`config.mk`:
```
export PLATFORM = sky130hd
export DESIGN_NAME = grid_step_sequencer_flat
export DESIGN_NICKNAME = d
export VERILOG_FILES = /design/src/rtl/grid_step_sequencer_if.sv /design/src/rtl/grid_step_sequencer.sv /design/src/flat_wrapper.sv
export SDC_FILE = /design/constraint.sdc
export NUM_CORES = 1
export LEC_CHECK = 0
export BUFFER_PORTS_ARGS = -buffer_cell sky130_fd_sc_hd__buf_2
export CAP_MARGIN = 10
export CELL_PAD_IN_SITES_DETAIL_PLACEMENT = 0
export CELL_PAD_IN_SITES_GLOBAL_PLACEMENT = 1
export CORE_ASPECT_RATIO = 1.1
export CORE_MARGIN = 2
export CORE_UTILIZATION = 43
export DETAILED_ROUTE_END_ITERATION = 8
export PLACE_DENSITY = 0.91
export SYNTH_ARGS = -nofsm -noshare
export SYNTH_HDL_FRONTEND = slang
export SYNTH_SLANG_ARGS = --single-unit
```
`constraint.sdc`:
```
create_clock -name clk_25M -period 4.54 [get_ports clk_25M]
set_clock_uncertainty 0.05 [all_clocks]
set_input_delay 0.454 -clock clk_25M [delete_from_list [all_inputs] [get_ports clk_25M]]
set_output_delay 0.454 -clock clk_25M [all_outputs]
set_load 0.01 [all_outputs]
```
`src/rtl/grid_step_sequencer_if.sv`:
```
// ---------------------------------------------------------------------------
// grid_step_sequencer_if
// Port bundle between the grid sequencer and the single-port occupancy RAM.
//   ram_addr  : cell address y*40 + x (11 bits)
//   ram_we    : write enable
//   ram_wdata : write data (1 = occupied)
//   ram_rdata : read data, valid one cycle after ram_addr
// Modports:
//   master : the sequencer, which drives the address and write controls
//   slave  : the RAM, which returns the read data
// ---------------------------------------------------------------------------
interface grid_step_sequencer_if;
  logic [10:0] ram_addr;
  logic        ram_we;
  logic        ram_wdata;
  logic        ram_rdata;

  modport master (output ram_addr, ram_we, ram_wdata, input ram_rdata);
  modport slave  (input ram_addr, ram_we, ram_wdata, output ram_rdata);
endinterface

```
`src/rtl/grid_step_sequencer.sv`:
```
// ---------------------------------------------------------------------------
// grid_step_sequencer
// Owns the 40x30 one-bit occupancy grid RAM. The VGA scan reader and the
// per-move game update share it. During the active display region the VGA
// reader always gets the RAM and the move FSM waits. During blanking the FSM
// reads the new head cell, decides whether the move collides, writes the new
// head and clears the old tail. After reset the whole grid is swept to 0
// before any move is accepted.
// Ports:
//   clk_25M, rst            : clock; synchronous active-low reset
//   display_active          : 1 = VGA owns the RAM this cycle
//   pixel_x/pixel_y         : cell being scanned by VGA
//   pixel_data              : registered occupancy of the scanned cell
//   step                    : one-cycle move request
//   next_x/next_y           : new head cell
//   tail_x/tail_y           : current tail cell
//   grow                    : apple eaten; the tail stays in place
//   ram                     : RAM bus (master side)
//   init_done               : clear sweep complete
//   busy                    : move in progress
//   step_done               : one-cycle pulse at the end of a move
//   collide                 : move was fatal; valid with step_done
//   overrun                 : sticky; a step arrived that could not be taken
// ---------------------------------------------------------------------------
module grid_step_sequencer #(
  parameter int WIDTH  = 40,
  parameter int HEIGHT = 30,
  parameter int CELLS  = WIDTH * HEIGHT
) (
  input  logic                 clk_25M,
  input  logic                 rst,
  input  logic                 display_active,
  input  logic [5:0]           pixel_x,
  input  logic [5:0]           pixel_y,
  output logic                 pixel_data,
  input  logic                 step,
  input  logic [5:0]           next_x,
  input  logic [5:0]           next_y,
  input  logic [5:0]           tail_x,
  input  logic [5:0]           tail_y,
  input  logic                 grow,
  grid_step_sequencer_if.master ram,
  output logic                 init_done,
  output logic                 busy,
  output logic                 step_done,
  output logic                 collide,
  output logic                 overrun
);

  typedef enum logic [2:0] {
    S_INIT, S_IDLE, S_RD, S_CHK, S_WR_HEAD, S_CLR_TAIL, S_DONE
  } state_t;

  localparam logic [10:0] SWEEP_LAST = 11'(CELLS - 1);
  localparam logic [5:0]  X_LIMIT    = 6'(WIDTH);
  localparam logic [5:0]  Y_LIMIT    = 6'(HEIGHT);

  // y*40 + x as two shifts and an add.
  function automatic logic [10:0] cell_addr(input logic [5:0] x, input logic [5:0] y);
    logic [10:0] yw;
    yw = {5'd0, y};
    return (yw << 5) + (yw << 3) + {5'd0, x};
  endfunction

  state_t      state_q, state_d;
  logic [10:0] sweep_q;
  logic        vga_rd_q;
  logic [5:0]  nx_q, ny_q, tx_q, ty_q;
  logic        grow_q;

  logic [10:0] addr_c;
  logic        we_c, wdata_c;
  logic        same_cell, occupied;

  assign same_cell = (nx_q == tx_q) && (ny_q == ty_q);
  // A cell the tail leaves in this same move counts as free.
  assign occupied  = ram.ram_rdata & ~(same_cell & ~grow_q);
  assign step_done = (state_q == S_DONE);

  // NOTE: every signal written here gets a default first, so no path can leave
  // one unassigned and infer a latch.
  always_comb begin
    state_d = state_q;
    addr_c  = '0;
    we_c    = 1'b0;
    wdata_c = 1'b0;
    unique case (state_q)
      S_INIT: begin
        addr_c = sweep_q;
        we_c   = 1'b1;
        if (sweep_q == SWEEP_LAST) state_d = S_IDLE;
      end
      S_IDLE: begin
        if (step) state_d = (next_x >= X_LIMIT || next_y >= Y_LIMIT) ? S_DONE : S_RD;
      end
      S_RD: begin
        addr_c  = cell_addr(nx_q, ny_q);
        state_d = S_CHK;
      end
      // The read went out last cycle, so rdata is good even if VGA has just
      // taken the RAM back; CHK never stalls.
      S_CHK: state_d = occupied ? S_DONE : S_WR_HEAD;
      S_WR_HEAD: begin
        addr_c  = cell_addr(nx_q, ny_q);
        we_c    = 1'b1;
        wdata_c = 1'b1;
        state_d = grow_q ? S_DONE : S_CLR_TAIL;
      end
      S_CLR_TAIL: begin
        addr_c  = cell_addr(tx_q, ty_q);
        we_c    = ~same_cell;
        state_d = S_DONE;
      end
      S_DONE: state_d = S_IDLE;
      default: state_d = S_INIT;
    endcase

    // States that touch the RAM hold while VGA owns it.
    if (display_active && (state_q inside {S_INIT, S_RD, S_WR_HEAD, S_CLR_TAIL}))
      state_d = state_q;
    if (display_active) begin
      addr_c  = cell_addr(pixel_x, pixel_y);
      we_c    = 1'b0;
      wdata_c = 1'b0;
    end
    // Keep the RAM quiet while reset is held, so an aborted move writes nothing.
    if (!rst) begin
      addr_c  = '0;
      we_c    = 1'b0;
      wdata_c = 1'b0;
    end
  end

  assign ram.ram_addr  = addr_c;
  assign ram.ram_we    = we_c;
  assign ram.ram_wdata = wdata_c;

  // NOTE: sequential state is updated with non-blocking assignments only, so
  // every register samples values from before the clock edge.
  always_ff @(posedge clk_25M) begin
    if (!rst) begin
      state_q    <= S_INIT;
      sweep_q    <= '0;
      vga_rd_q   <= 1'b0;
      pixel_data <= 1'b0;
      init_done  <= 1'b0;
      busy       <= 1'b0;
      collide    <= 1'b0;
      overrun    <= 1'b0;
    end else begin
      state_q  <= state_d;
      vga_rd_q <= display_active;
      if (vga_rd_q) pixel_data <= ram.ram_rdata;

      if (state_q == S_INIT && !display_active) begin
        sweep_q <= sweep_q + 11'd1;
        if (sweep_q == SWEEP_LAST) init_done <= 1'b1;
      end

      // busy stays high through DONE, so a step in the DONE cycle is dropped too.
      if (step && (busy || !init_done)) overrun <= 1'b1;

      if (state_q == S_IDLE && step) busy <= 1'b1;
      else if (state_q == S_DONE)    busy <= 1'b0;

      if (state_d == S_DONE && state_q != S_DONE)
        collide <= (state_q == S_IDLE) || (state_q == S_CHK);
    end
  end

  // NOTE: the move operands carry no reset; they are always loaded before use.
  always_ff @(posedge clk_25M) begin
    if (state_q == S_IDLE && step) begin
      nx_q   <= next_x;
      ny_q   <= next_y;
      tx_q   <= tail_x;
      ty_q   <= tail_y;
      grow_q <= grow;
    end
  end

endmodule

```
`src/flat_wrapper.sv`:
```
// flat-port wrapper written by rule: the top's interface ports become plain ports
module grid_step_sequencer_flat 
#(
  parameter int WIDTH  = 40,
  parameter int HEIGHT = 30,
  parameter int CELLS  = WIDTH * HEIGHT
)
  (clk_25M, rst, display_active, pixel_x, pixel_y, pixel_data, step, next_x, next_y, tail_x, tail_y, grow, init_done, busy, step_done, collide, overrun, ram_ram_addr, ram_ram_we, ram_ram_wdata, ram_ram_rdata);
  grid_step_sequencer_if ram_i ();
  input  logic clk_25M;
  input  logic rst;
  input  logic display_active;
  input  logic [5:0] pixel_x;
  input  logic [5:0] pixel_y;
  output logic pixel_data;
  input  logic step;
  input  logic [5:0] next_x;
  input  logic [5:0] next_y;
  input  logic [5:0] tail_x;
  input  logic [5:0] tail_y;
  input  logic grow;
  output logic init_done;
  output logic busy;
  output logic step_done;
  output logic collide;
  output logic overrun;
  output wire logic [$bits(ram_i.ram_addr)-1:0] ram_ram_addr;
  output wire logic [$bits(ram_i.ram_we)-1:0] ram_ram_we;
  output wire logic [$bits(ram_i.ram_wdata)-1:0] ram_ram_wdata;
  input wire logic [$bits(ram_i.ram_rdata)-1:0] ram_ram_rdata;
  assign ram_ram_addr = ram_i.ram_addr;
  assign ram_ram_we = ram_i.ram_we;
  assign ram_ram_wdata = ram_i.ram_wdata;
  assign ram_i.ram_rdata = ram_ram_rdata;
  grid_step_sequencer #(.WIDTH(WIDTH), .HEIGHT(HEIGHT), .CELLS(CELLS)) u_core (.clk_25M(clk_25M), .rst(rst), .display_active(display_active), .pixel_x(pixel_x), .pixel_y(pixel_y), .pixel_data(pixel_data), .step(step), .next_x(next_x), .next_y(next_y), .tail_x(tail_x), .tail_y(tail_y), .grow(grow), .ram(ram_i), .init_done(init_done), .busy(busy), .step_done(step_done), .collide(collide), .overrun(overrun));
endmodule
```
Word-level counts from Yosys, hierarchy flattened
Cells that the tools add are included.
Storage, ports and cells
  output and inout bits: 19
  input bits: 42
  logic and storage cells: 73
  flip-flop bits (word level): 45
Operators by class
  add/subtract/negate cells: 7
  reductions and logical operators: 17
  order comparisons: 2
  equality and inequality tests: 11
  muxes and demuxes: 18
  bitwise operators: 5
Operator list (count)
  11-bit by 6-bit adder with 11-bit output: 3
  11-bit by 9-bit adder with 11-bit output: 3
  11-bit case mux with 3 select lines: 1
  11-bit 2-to-1 mux: 2
  3-bit case mux with 7 select lines: 1
  3-bit equality test (second input constant): 4
  6-bit equality test: 2
  3-bit 2-to-1 mux: 4
  11-bit by 1-bit adder with 11-bit output (second input constant): 1
  11-bit equality test (second input constant): 1
  1-bit 2-to-1 mux: 7
  3-bit by 2-bit equality test with 1-bit output (second input constant): 2
  6-bit by 5-bit greater-or-equal comparator with 1-bit output (second input constant): 1
  6-bit greater-or-equal comparator (second input constant): 1
  1-bit logical AND: 6
  2-bit 2-to-1 mux: 2
  4-bit nonzero test: 1
  2-bit OR reduction: 2
  3-bit by 1-bit equality test with 1-bit output (second input constant): 1
  3-bit zero test: 1
  1-bit logical OR: 3
  3-bit != test (second input constant): 1
  1-bit inverter: 3
  1-bit AND: 2
  other kinds (4): 5

Logic depth before layout (Yosys ltp)
  depth after elaboration: 10
  depth in mapped cells: 10
  gate-level depth less buffers: 10

Worst setup path before layout
OpenSTA, ideal clock, no wires.
  path type: register to register
  start point: register u_core.state_q[0]
  end point: register u_core.grow_q (enable)
  data required time: 4.049 ns
  arrival: 2.789 ns
  stages on the path, launching flop included: 5
  setup slack: 1.260 ns
  setup time: 0.441 ns
  path buffers: 2
  clock period less this slack: 3.280 ns
  cell sequence: dfxtp_1 -> clkbuf_1 -> clkbuf_1 -> nand2_1 -> nor3_1
Between the ends
  longest elaborated chain between the ends: 2
RTL lines
  start, declared: RTL line grid_step_sequencer.sv:65  | state_t state_q, state_d;
  start signal, assigned: RTL line grid_step_sequencer.sv:151  | state_q <= state_d;
  3-bit by 1-bit equality test with 1-bit output: RTL line grid_step_sequencer.sv:173  | if (state_q == S_IDLE && step) begin
  1-bit logical AND: RTL line grid_step_sequencer.sv:173
  end signal, assigned: RTL line grid_step_sequencer.sv:178  | grow_q <= grow;
  end, declared: RTL line grid_step_sequencer.sv:69  | logic grow_q;
No other way between the ends.
A chain may end at the register's enable or synchronous reset.

Final worst setup path
  start point: register u_core.ny_q[0]
  end point: output port ram_ram_addr[9]
Between the ends
  longest elaborated chain between the ends: 5
RTL lines
  start, declared: RTL line grid_step_sequencer.sv:68  | logic [5:0] nx_q, ny_q, tx_q, ty_q;
  start signal, assigned: RTL line grid_step_sequencer.sv:175  | ny_q <= next_y;
  11-bit by 9-bit adder with 11-bit output: RTL line grid_step_sequencer.sv:62  | return (yw << 5) + (yw << 3) + {5'd0, x};
  11-bit by 6-bit adder with 11-bit output: RTL line grid_step_sequencer.sv:62
  11-bit case mux with 3 select lines: RTL line grid_step_sequencer.sv:87  | unique case (state_q)
  11-bit 2-to-1 mux: RTL line grid_step_sequencer.sv:121  | if (display_active) begin
  11-bit 2-to-1 mux: RTL line grid_step_sequencer.sv:127  | if (!rst) begin
  end, declared: RTL line flat_wrapper.sv:27  | output wire logic [$bits(ram_i.ram_addr)-1:0] ram_ram_addr;
No other way between the ends.

==> results.cfg <==
[sta]
fmaxAchievable_mhz = 274
final_max_slew_viol_count = 0
rsz0062_at_grt = false
setup_viol_count_final = 0
finalCriticalPeriod_ns = 3.64
worst_slew_pin_slew_ns = 0.805
hold_violations = 0
finalWorstSetupSlack_ns = 0.897
period_share = 0.802
slew-limit-headroom = 0.463
fin_setup_tns_ns = 0

[synthesis]
yosysWarnings = 0
syn-num-nets = 424
synth_cell_types = 53
synthCells = 342
synth_edf_count = 25
avgSynthCellArea_um2 = 9.59
seq_area_frac_synth = 0.351
synth_ff_type = edfxtp_1
async_flop_share = 0
ys_ff_latch = 45
syn-cell-area_um2 = 3280

[setup_path]
arrival_ns = 3.14
cp_max_fo = 3
rrSetupSlack_ns = 2.38
end_kind = primary output
required_ns = 4.04
timing.rr.end = u_core.sweep_q[10]
critPathLaunchType = register
r2r_cells = 5
timing.rr.start = u_core.state_q[0]
critPathKind = reg -> out

[finish]
fill_cells = 724
drive_above_1_share = 0.182
final_area_um2 = 3740
syn_to_final_growth_pct = 14.2
finalNetCount = 483
final_cells = 489
n_antenna_cell = 0

[placement]
placed_cells = 481
port_buffers = 60
place_ws_ns = 1.24
placed_cell_area_um2 = 3660
place_congestion = 0.864
place_hpwl_um = 5730

[run_status]
status = finished clean

[worst_hold_path]
min_path_cells = 1
hold_path_end = u_core.grow_q
hp-start = grow
min_path_type = in -> reg

[route]
wl_um = 7250
post_drt_wl_per_cell_um = 14.8
vias = 2732
antenna_left = 0
drtPass1Iterations = 4
drt_iter0_markers = 147
drc = 0
vias_per_cell = 5.59

[clocking]
clk_path_buf_depth = 2
path_clk_slew_ns = 0.09
htreeDepth = 2
cts_resized = 0
cts_setup_buffers = 0
hold_buffers = 0
cts-root-buf = clkbuf_8
cts_buffers = 5
clock_latency_ns = 0.30
cts_sinks = 45
cts_tree = done

[global_routing]
grt-ovfl-total = 0
globalRouteTotalUtil = 0.185
grt_max_degree = 28
antenna_found_initial = 0
grt_pass1_vias = 2580
grt_pass1_wl_um = 12100

[flow_run]
cap_violations = 0

[pwr]
leakagePower_nw = 1.57
powerDensity_nw_per_um2 = 211
max-vdd-ir-drop_v = 0.000130

[floorplan]
fp-row-count = 33
ios = 61
core-area_um2 = 7430
start_util = 0.441
die_area_um2 = 8340
die_y_um = 95.6
die_x_um = 87.3
==> flip-flops by register name, indices dropped and copies added, names as in the netlist, 3 cells and up <==
register	cells
u_core.tx_q	6
u_core.sweep_q	11
u_core.nx_q	6
u_core.state_q	3
u_core.ny_q	6
u_core.ty_q	6
==> worst max path at each step <==
stage	endpoint	startpoint	depth (start not counted)	slack, ns
final	ram_ram_addr[9]	u_core.ny_q[0]	11	0.90
after global routing	ram_ram_addr[10]	u_core.ty_q[2]	10	0.66
after CTS	ram_ram_addr[9]	u_core.ny_q[0]	11	0.90
after global placement	ram_ram_addr[9]	u_core.ny_q[0]	11	1.29
after floorplan	u_core.grow_q	u_core.state_q[0]	4	1.26
after detailed placement	ram_ram_addr[9]	u_core.ny_q[0]	11	1.24
==> power by group <==
group | internal, W | leakage, nW | switching (W)
combinational | 0.0000507 | 1.14 | 0.0000567
sequential | 0.000432 | 0.387 | 0.00000445
clock | 0.000109 | 0.0428 | 0.000134
total | 0.000593 | 1.57 | 0.000195
==> cell usage after synthesis, types with 6 or more instances <==
library cell | number | area, µm²
nand2b_1 | 12 | 75.1
clkbuf_1 | 7 | 26.3
inv_1 | 23 | 86.3
edfxtp_1 | 25 | 751
fa_1 | 6 | 120
nor2_1 | 16 | 60.1
xor2_1 | 18 | 158
a22oi_1 | 7 | 52.6
o21ai_1 | 6 | 30.0
and2_1 | 8 | 50.1
nand3_1 | 7 | 35.0
mux2i_1 | 9 | 90.1
ha_1 | 34 | 425
nor2b_1 | 7 | 43.8
o21ai_0 | 19 | 95.1
xnor2_1 | 9 | 78.8
dfxtp_1 | 20 | 400
a21oi_1 | 17 | 85.1
nand2_1 | 22 | 82.6
==> worst max-delay path, cell delays in order, from the launching register on <==
cell      delay [ns]
edfxtp_1        0.40
inv_1           0.08
fa_1            0.59
inv_1           0.06
ha_1            0.28
a21oi_1         0.14
nor2b_1         0.08
a311o_1         0.36
xnor2_1         0.21
o221ai_1        0.15
a221o_1         0.35
buf_2           0.14
==> cell type report <==
| class | count | area, µm² | share of cell area |
|---|---|---|---|
| clock inverter | 1 | 6.26 | 0.00167 |
| sequential | 45 | 1150 | 0.307 |
| multi-input combinational | 262 | 1990 | 0.532 |
| inverter | 25 | 93.8 | 0.0251 |
| tap | 87 | 109 | 0.0291 |
| clock buffer | 7 | 76.3 | 0.0204 |
| timing repair buffer | 62 | 315 | 0.0842 |
==> metrics by stage <==
| stage | hold WS, ns | utilization | total power (W) |
|---|---|---|---|
| after global placement | 0.395 | 0.493 | 0.000551 |
| after CTS | 0.267 | 0.504 | 0.000795 |
| after floorplan | 0.415 | - | 0.000508 |
| final | 0.272 | 0.504 | 0.000788 |
| after global routing | 0.266 | 0.504 | 0.000829 |
| after detailed placement | 0.400 | 0.493 | 0.000554 |
==> per-layer routing <==
layer	vias up	wire length (µm)	share of wire	global-route usage
met3	11	360	0.050	0.0260
li1	1367	-	-	-
met4	0	122	0.017	0.0615
met5	-	0	0	0
met1	1267	3480	0.48	0.254
met2	87	3280	0.45	0.299
==> cells in the final DEF, fill, tap and decap left out, drive strengths merged, types with 2 or more instances in the layout <==
| master | synthesis | routed |
|---|---|---|
| buf | 3 | 62 |
| ha | 34 | 34 |
| edfxtp | 25 | 25 |
| o21ai | 25 | 25 |
| inv | 23 | 24 |
| nand2 | 23 | 23 |
| dfxtp | 20 | 20 |
| xor2 | 18 | 18 |
| a21oi | 17 | 17 |
| nor2 | 16 | 16 |
| nand2b | 12 | 12 |
| xnor2 | 9 | 9 |
| mux2i | 9 | 9 |
| and2 | 8 | 8 |
| nor2b | 7 | 7 |
| a22oi | 7 | 7 |
| nand3 | 7 | 7 |
| clkbuf | 7 | 7 |
| fa | 6 | 6 |
| nor4 | 6 | 6 |
| a21o | 4 | 4 |
| a211oi | 4 | 4 |
| o22ai | 4 | 4 |
| o21a | 4 | 4 |
| or3 | 4 | 4 |
| a21boi | 4 | 4 |
| nor3 | 4 | 4 |
| o21bai | 3 | 3 |
| a31oi | 3 | 3 |
| clkinv | 2 | 2 |
| nand3b | 2 | 2 |
| a221o | 2 | 2 |
| a32oi | 2 | 2 |
| o311ai | 2 | 2 |
| and3 | 2 | 2 |
| nand4 | 2 | 2 |
==> cell families (layout without fill, tap and decap cells) <==
kind of cell	count (synthesis)	after routing	synth area share
AO/OA/AOI/OAI	89	89	0.176
XOR/XNOR	27	27	0.0721
adder cells (fa/ha/maj)	40	40	0.166
buffers and inverters	35	95	0.0431
flip-flops	45	45	0.351
multiplexers	9	9	0.0275
AND/OR/NAND/NOR	97	97	0.164
Power figures use the tool's default switching activity.
